## config.mk

```make
export PLATFORM = sky130hd
export DESIGN_NAME = leaf_packetizer
export DESIGN_NICKNAME = d
export VERILOG_FILES = /design/src/rtl/leaf_packetizer.sv
export SDC_FILE = /design/constraint.sdc
export NUM_CORES = 1
export LEC_CHECK = 0
export BUFFER_PORTS_ARGS = -buffer_cell sky130_fd_sc_hd__buf_2
export CAP_MARGIN = 20
export CORE_MARGIN = 2
export CORE_UTILIZATION = 49
export DETAILED_ROUTE_END_ITERATION = 16
export PLACE_DENSITY = 0.76
export SYNTH_ARGS = -nofsm -noshare
export SYNTH_HDL_FRONTEND = slang
export SYNTH_SLANG_ARGS = --single-unit
```

## constraint.sdc

```tcl
create_clock -name clk_bft -period 4.7 [get_ports clk_bft]
set_input_delay 1.175 -clock clk_bft [delete_from_list [all_inputs] [get_ports clk_bft]]
set_output_delay 1.175 -clock clk_bft [all_outputs]
set_load 0.02 [all_outputs]
```

## src/rtl/leaf_packetizer.sv

```systemverilog
// leaf_packetizer: round-robin packetizer that wraps user stream words into BFT packets,
// with a per-stream destination table, sequence numbering and credit flow control.
module leaf_packetizer #(
  parameter int PACKET_BITS   = 49,
  parameter int PAYLOAD_BITS  = 32,
  parameter int NUM_LEAF_BITS = 5,
  parameter int NUM_PORT_BITS = 4,
  parameter int NUM_SEQ_BITS  = 7,
  parameter int NUM_OUT_PORTS = 2,
  parameter int CREDIT_INIT   = 64
) (
  input  logic                                    clk_bft,
  input  logic                                    reset_n,
  input  logic [NUM_OUT_PORTS*PAYLOAD_BITS-1:0]   din_leaf_user2interface,
  input  logic [NUM_OUT_PORTS-1:0]                vld_user2interface,
  output logic [NUM_OUT_PORTS-1:0]                ack_interface2user,
  input  logic                                    cfg_we,
  input  logic [3:0]                              cfg_stream,
  input  logic [NUM_LEAF_BITS-1:0]                cfg_leaf,
  input  logic [NUM_PORT_BITS-1:0]                cfg_port,
  input  logic                                    credit_we,
  input  logic [3:0]                              credit_stream,
  input  logic [7:0]                              credit_amt,
  output logic [PACKET_BITS-1:0]                  dout_leaf_interface2bft,
  input  logic                                    out_ready
);
  localparam int CW = $clog2(CREDIT_INIT + 1);
  localparam int RW = (NUM_OUT_PORTS > 1) ? $clog2(NUM_OUT_PORTS) : 1;
  localparam int XW = CW + 9;

  if (PACKET_BITS != 1 + NUM_LEAF_BITS + NUM_PORT_BITS + NUM_SEQ_BITS + PAYLOAD_BITS) begin : g_width_check
    $error("PACKET_BITS must equal 1+NUM_LEAF_BITS+NUM_PORT_BITS+NUM_SEQ_BITS+PAYLOAD_BITS");
  end

  logic [NUM_OUT_PORTS-1:0] cfg_valid_q, cfg_valid_d, elig;
  logic [NUM_LEAF_BITS-1:0] leaf_q [NUM_OUT_PORTS];
  logic [NUM_LEAF_BITS-1:0] leaf_d [NUM_OUT_PORTS];
  logic [NUM_PORT_BITS-1:0] port_q [NUM_OUT_PORTS];
  logic [NUM_PORT_BITS-1:0] port_d [NUM_OUT_PORTS];
  logic [NUM_SEQ_BITS-1:0]  seq_q [NUM_OUT_PORTS];
  logic [NUM_SEQ_BITS-1:0]  seq_d [NUM_OUT_PORTS];
  logic [CW-1:0]            credit_q [NUM_OUT_PORTS];
  logic [CW-1:0]            credit_d [NUM_OUT_PORTS];
  logic [RW-1:0]            rr_q, rr_d;
  logic [PACKET_BITS-1:0]   dout_q, dout_d;
  logic                     free, gnt_any, hi_any, lo_any, hit;
  int                       g, hi, lo;
  logic [XW-1:0]            c;

  // Round robin: lowest eligible stream at or above rr_q, else lowest eligible overall.
  always_comb begin
    free = !dout_q[PACKET_BITS-1] || out_ready;
    hi_any = 1'b0;
    lo_any = 1'b0;
    hi = 0;
    lo = 0;
    for (int p = NUM_OUT_PORTS - 1; p >= 0; p--) begin
      elig[p] = vld_user2interface[p] && cfg_valid_q[p] && (credit_q[p] != '0);
      if (elig[p]) begin
        lo_any = 1'b1;
        lo = p;
      end
      if (elig[p] && p >= int'(rr_q)) begin
        hi_any = 1'b1;
        hi = p;
      end
    end
    gnt_any = free && (hi_any || lo_any);
    g = hi_any ? hi : lo;
    for (int p = 0; p < NUM_OUT_PORTS; p++) ack_interface2user[p] = reset_n && gnt_any && (g == p);
  end

  always_comb begin
    cfg_valid_d = cfg_valid_q;
    leaf_d = leaf_q;
    port_d = port_q;
    seq_d = seq_q;
    credit_d = credit_q;
    rr_d = rr_q;
    dout_d = dout_q;
    hit = 1'b0;
    c = '0;
    if (!gnt_any && out_ready) dout_d[PACKET_BITS-1] = 1'b0;
    for (int p = 0; p < NUM_OUT_PORTS; p++) begin
      hit = gnt_any && (g == p);
      if (hit) begin
        dout_d = {1'b1, leaf_q[p], port_q[p], seq_q[p], din_leaf_user2interface[p*PAYLOAD_BITS +: PAYLOAD_BITS]};
        seq_d[p] = seq_q[p] + 1'b1;
        rr_d = RW'((p + 1) % NUM_OUT_PORTS);
      end
      c = XW'(credit_q[p]) - XW'(hit);
      if (credit_we && credit_stream == 4'(p))
        c = (c + XW'(credit_amt) > XW'(CREDIT_INIT)) ? XW'(CREDIT_INIT) : c + XW'(credit_amt);
      credit_d[p] = CW'(c);
      if (cfg_we && cfg_stream == 4'(p)) begin
        cfg_valid_d[p] = 1'b1;
        leaf_d[p] = cfg_leaf;
        port_d[p] = cfg_port;
      end
    end
  end

  always_ff @(posedge clk_bft or negedge reset_n) begin
    if (!reset_n) begin
      cfg_valid_q <= '0;
      rr_q <= '0;
      dout_q <= '0;
      for (int p = 0; p < NUM_OUT_PORTS; p++) begin
        leaf_q[p] <= '0;
        port_q[p] <= '0;
        seq_q[p] <= '0;
        credit_q[p] <= CW'(CREDIT_INIT);
      end
    end else begin
      cfg_valid_q <= cfg_valid_d;
      leaf_q <= leaf_d;
      port_q <= port_d;
      seq_q <= seq_d;
      credit_q <= credit_d;
      rr_q <= rr_d;
      dout_q <= dout_d;
    end
  end

  assign dout_leaf_interface2bft = dout_q;
endmodule

```

Word level (Yosys, flattened, before mapping). Cells that the tools add are included.

Output and inout port bits: 51. Logic and storage cells: 68. Register bits: 98. Bits of input ports: 96.

Mux-type cells: 16. Reductions and logical operators: 27. Add/subtract/negate cells: 6. Eq/ne operators: 3. Magnitude comparators: 3.

Operators by type and width (number): 2-to-1 mux 49 bit (2); == test 32 x 2 -> 1 bit (second input constant) (1); > comparator 16 x 7 -> 1 bit (second input constant) (2); zero test 32 bit (1); 2-to-1 mux 32 bit (1); 2-to-1 mux 7 bit (4); adder 8 x 9 -> 10 bit (2); logical AND 1 bit (16); subtractor 7 x 1 -> 8 bit (2); adder 7 x 1 -> 7 bit (second input constant) (2); nonzero test 7 bit (2); 2-to-1 mux 1 bit (9); == test 4 x 1 -> 1 bit (second input constant) (2); zero test 4 bit (2); nonzero test 3 bit (1); zero test 1 bit (2); logical OR 1 bit (2); nonzero test 2 bit (1); >= comparator 1 bit (first input constant) (1).

Logic depth before layout (Yosys ltp).
Depth in word-level cells: 12. Mapped depth: 16. Depth with buffers taken out: 15.

Least setup slack after synthesis. Ideal clock, no wire load.

Path kind: input port to flip-flop. Start point: in vld_user2interface[0]. End point: reg credit_q[12] (netlist name). Stages: 15. Path slack: 308 ps. Arrival time: 4270 ps. Buffers on the path: 1. Required time: 4578 ps. Path through: and2_1 o41ai_4 a211oi_1 buf_2 ha_1 ha_1 inv_1 or3_1 xnor2_1 ha_1 a21oi_1 a21oi_1 or3_1 o2111a_2 a32o_1.

RTL lines: from (decl) (RTL line 15) `input logic [NUM_OUT_PORTS-1:0] vld_user2interface,`; to (signal, indexed assignment) (RTL line 112) `credit_q[p] <= CW'(CREDIT_INIT);`; to (signal assigned) (RTL line 119) `credit_q <= credit_d;`; to (decl) (RTL line 42) `logic [CW-1:0] credit_q [NUM_OUT_PORTS];`.

Final worst setup path.
Start point: reg credit_q[9] (netlist name). End point: reg credit_q[3] (netlist name).

Cells in the longest elaborated chain, start to end: 12.

Ends and longest elaborated chain: nonzero test 7 bit (*) (RTL line 58) `elig[p] = vld_user2interface[p] && cfg_valid_q[p] && (credit_q[p] != '0);`; logical AND 1 bit (*) (RTL line 58); logical AND 1 bit (RTL line 63) `if (elig[p] && p >= int'(rr_q)) begin`; 2-to-1 mux 1 bit (RTL line 63); 2-to-1 mux 32 bit or logical OR 1 bit (tied branches) (RTL line 69, 68); == test 32 x 2 -> 1 bit or logical AND 1 bit (tied branches) (RTL line 85, 68); logical AND 1 bit (*) (RTL line 85) `hit = gnt_any && (g == p);`; subtractor 7 x 1 -> 8 bit (*) (RTL line 91) `c = XW'(credit_q[p]) - XW'(hit);`; adder 8 x 9 -> 10 bit (RTL line 93) `c = (c + XW'(credit_amt) > XW'(CREDIT_INIT)) ? XW'(CREDIT_INIT) : c + XW'(credit_amt);`; > comparator 16 x 7 -> 1 bit (RTL line 93); 2-to-1 mux 7 bit (RTL line 93); 2-to-1 mux 7 bit (*) (RTL line 92) `if (credit_we && credit_stream == 4'(p))`; named net c[3] (RTL line 48) `logic [XW-1:0] c;`.

The timed path passes the listed nets; every way through them passes the cells marked *. A chain may end at the register's enable or synchronous reset.

==> flow_summary.yaml <==
outcome:
  status: "completed"
final_layout:
  fin_nets: 712
  antenna_cells: 0
  drive_gt1_frac: 0.349
  final_cell_area_sq_mm: 0.00615
  area_growth_pct: 22.4
  layout.cells.non_filler: 724
synthesis:
  synth_edf_count: 0
  synth_top_cell_area_share: 0.478
  synthArstFlopShare: 1.00
  synth.area.top_cells: "dfrtp_1, a222oi_1, ha_1"
  postSynthAreaPerCell_sq_um: 11.5
  yosys-top-cells-count: "dfrtp_1, inv_1, a222oi_1, ha_1, nand2_1"
  yosysSeqAreaShare: 0.489
  syn_area_sq_mm: 0.00502
  syn_nets: 563
  post_synth_inst_count: 437
  synth_top_cell_by_area: "dfrtp_1"
  yosysMostFrequentCell: "dfrtp_1"
  synth.distinct_cells: 53
  ys_ff_latch: 98
  ys.flop_type: "dfrtp_1"
  yosys_warnings: 0
clock_tree:
  cts_setup_buffers: 0
  max-clock-path-buffers: 2
  cts_buffers: 9
  clk_latency_ns: 0.37
  path_clk_slew_ns: 0.09
  htree_levels: 3
  cts_root_buf: "clkbuf_8"
  tritoncts: "built"
  cts_sinks: 98
setup_path:
  crit_path_end_kind: "flop"
  cp-start-kind: "flop"
  cp_data_required_time_ns: 4.93
  arrival_ns: 4.57
  worst-path-max-fanout: 5
  critPathKind: "reg2reg"
placed_design:
  port_buffers: 146
  dp.cells: 707
  dp_hpwl_um: 9070
  routabilityCongestion: 0.869
  placed_cell_area_sq_mm: 0.00589
route:
  drt_iter0_drc: 435
  first_pass_iters: 8
  vias_per_cell: 5.70
  ant_nets: 0
  wl_per_cell_um: 17.2
  drc: 0
  wl_um: 12500
  num_vias: 4126
sta:
  rsz0062_at_grt: "false"
  period_minus_slack_ns: 4.35
  max_freq_ghz: 0.230
  post-route-period-util: 0.925
  whs_ns: 0.484
  setup_viol: 0
  max-slew-margin-rel: 0.596
  hold_violations: 0
  fin_tns_setup_ns: 0
  tightest_slew_ns: 0.605
  drv_slew: 0
  fin_skew_ns: 0.0127
grt:
  grt_start_max_net_pins: 81
  antenna_found_initial: 0
  grt_overflow: 0
  track_usage: 0.226
  grt_pass1_vias: 4170
  grt_pass1_wl_um: 20000
floorplan:
  start_util: 0.509
  fp-row-count: 36
  io_pins: 147
  core_area_sq_mm: 0.00986
  die_w_um: 105
  die_area_sq_mm: 0.0111
  dieHeight_um: 105
pwr:
  leakage_nw: 3.29
  p_per_area_mw_per_mm2: 618
  peakVddDrop_v: 0.000287
flow_run:
  drv_cap: 0
worst_hold_path:
  hp-class: "reg2reg"
worst max-delay path: stages (launching register included):
cell and delay [ns]:
dfrtp_1 0.43, or4_4 0.61, o41ai_4 0.32, o21ai_1 0.17, nor2_4 0.13, ha_1 0.16
ha_1 0.20, nor3b_1 0.24, xor2_1 0.27, ha_1 0.31, and2_1 0.17, a221oi_2 0.29
a21oi_1 0.15, o211a_1 0.25, o221ai_1 0.35, o21ai_0 0.17
logic make-up (layout without fill, tap and decap cells):
| family | count (synthesis) | count (layout) | share of synthesized area |
|---|---|---|---|
| compound gates | 104 | 104 | 0.183 |
| xor+xnor | 32 | 32 | 0.0558 |
| mux | 20 | 20 | 0.0448 |
| flops | 98 | 98 | 0.489 |
| simple gates | 77 | 77 | 0.0829 |
| buf+inv | 76 | 230 | 0.0667 |
| fa+ha+maj | 30 | 30 | 0.0777 |
cells in the final DEF (no fill, tap or decap), drive strengths merged, types with 3 or more instances in the layout:
cell / n
nand4: 4
xnor2: 17
nor4: 3
or3: 3
o211a: 3
o21ai: 8
clkbuf: 10
and3: 5
dfrtp: 96
a21o: 7
xor2: 15
nor2b: 3
a32o: 6
ha: 28
a21oi: 10
nor3: 8
nor2: 11
nand2: 23
and2: 3
nand3: 3
a222oi: 48
nand2b: 4
buf: 155
o22ai: 3
mux2: 20
inv: 64
per-layer routing:
metal	share of wire	track usage	wire [um]
met5	0	0	0
met4	0.015	0.0733	186
met3	0.050	0.0526	617
met2	0.53	0.401	6660
met1	0.40	0.271	4990
report_power, final:
| part | total, mW | switching [mW] | internal, mW |
|---|---|---|---|
| clock | 0.582 | 0.309 | 0.272 |
| sequential | 1.45 | 0.260 | 1.19 |
| combinational | 1.77 | 1.04 | 0.729 |
| total | 3.80 | 1.61 | 2.19 |
area by class of cell:
cell class | count | area [sq um]
clock inverters | 6 | 76.3
flip-flops and latches | 98 | 2450
multi-input cells | 263 | 2270
fillers | 814 | 3720
well taps | 133 | 166
clock buffers | 10 | 138
repair buffers | 155 | 821
inverters | 59 | 221
registers in the layout (all words and copies together) (netlist names):
| register | flops |
|---|---|
| cfg_valid_q | 2 |
| credit_q | 14 |
| dout_leaf_interface2bft | 49 |
| leaf_q | 10 |
| port_q | 8 |
| rr_q | 1 |
| seq_q | 14 |
worst paths after layout:
check	from	endpoint	slack [ns]	depth (start not counted)
worst max-delay path	credit_q[9]	credit_q[3]	0.35	15
worst min-delay path	cfg_valid_q[1]	cfg_valid_q[1]	0.48	1
worst max register to register	credit_q[9]	credit_q[3]	0.35	15
worst min register to register	cfg_valid_q[1]	cfg_valid_q[1]	0.48	1
max in group asynchronous	reset_n	credit_q[6]	3.09	3
min in group asynchronous	reset_n	dout_leaf_interface2bft[22]	0.67	1
metrics by stage:
| stage | power [mW] | util | setup slack [ns] |
|---|---|---|---|
| 6_report | 3.80 | 0.623 | 0.350 |
| 5_1_grt | 4.08 | 0.623 | 0.0291 |
| 4_1_cts | 3.81 | 0.619 | 0.128 |
| 2_1_floorplan | 2.65 | - | 0.308 |
| 3_5_place_dp | 3.21 | 0.598 | 0.0556 |
| 3_3_place_gp | 3.14 | 0.598 | 0.270 |
what timing repair did:
item,in CTS,in global routing
hold buffers,0,0
endpoints found under the setup margin,0,6
gates resized for setup,0,3
Power figures use the tool's default switching activity.
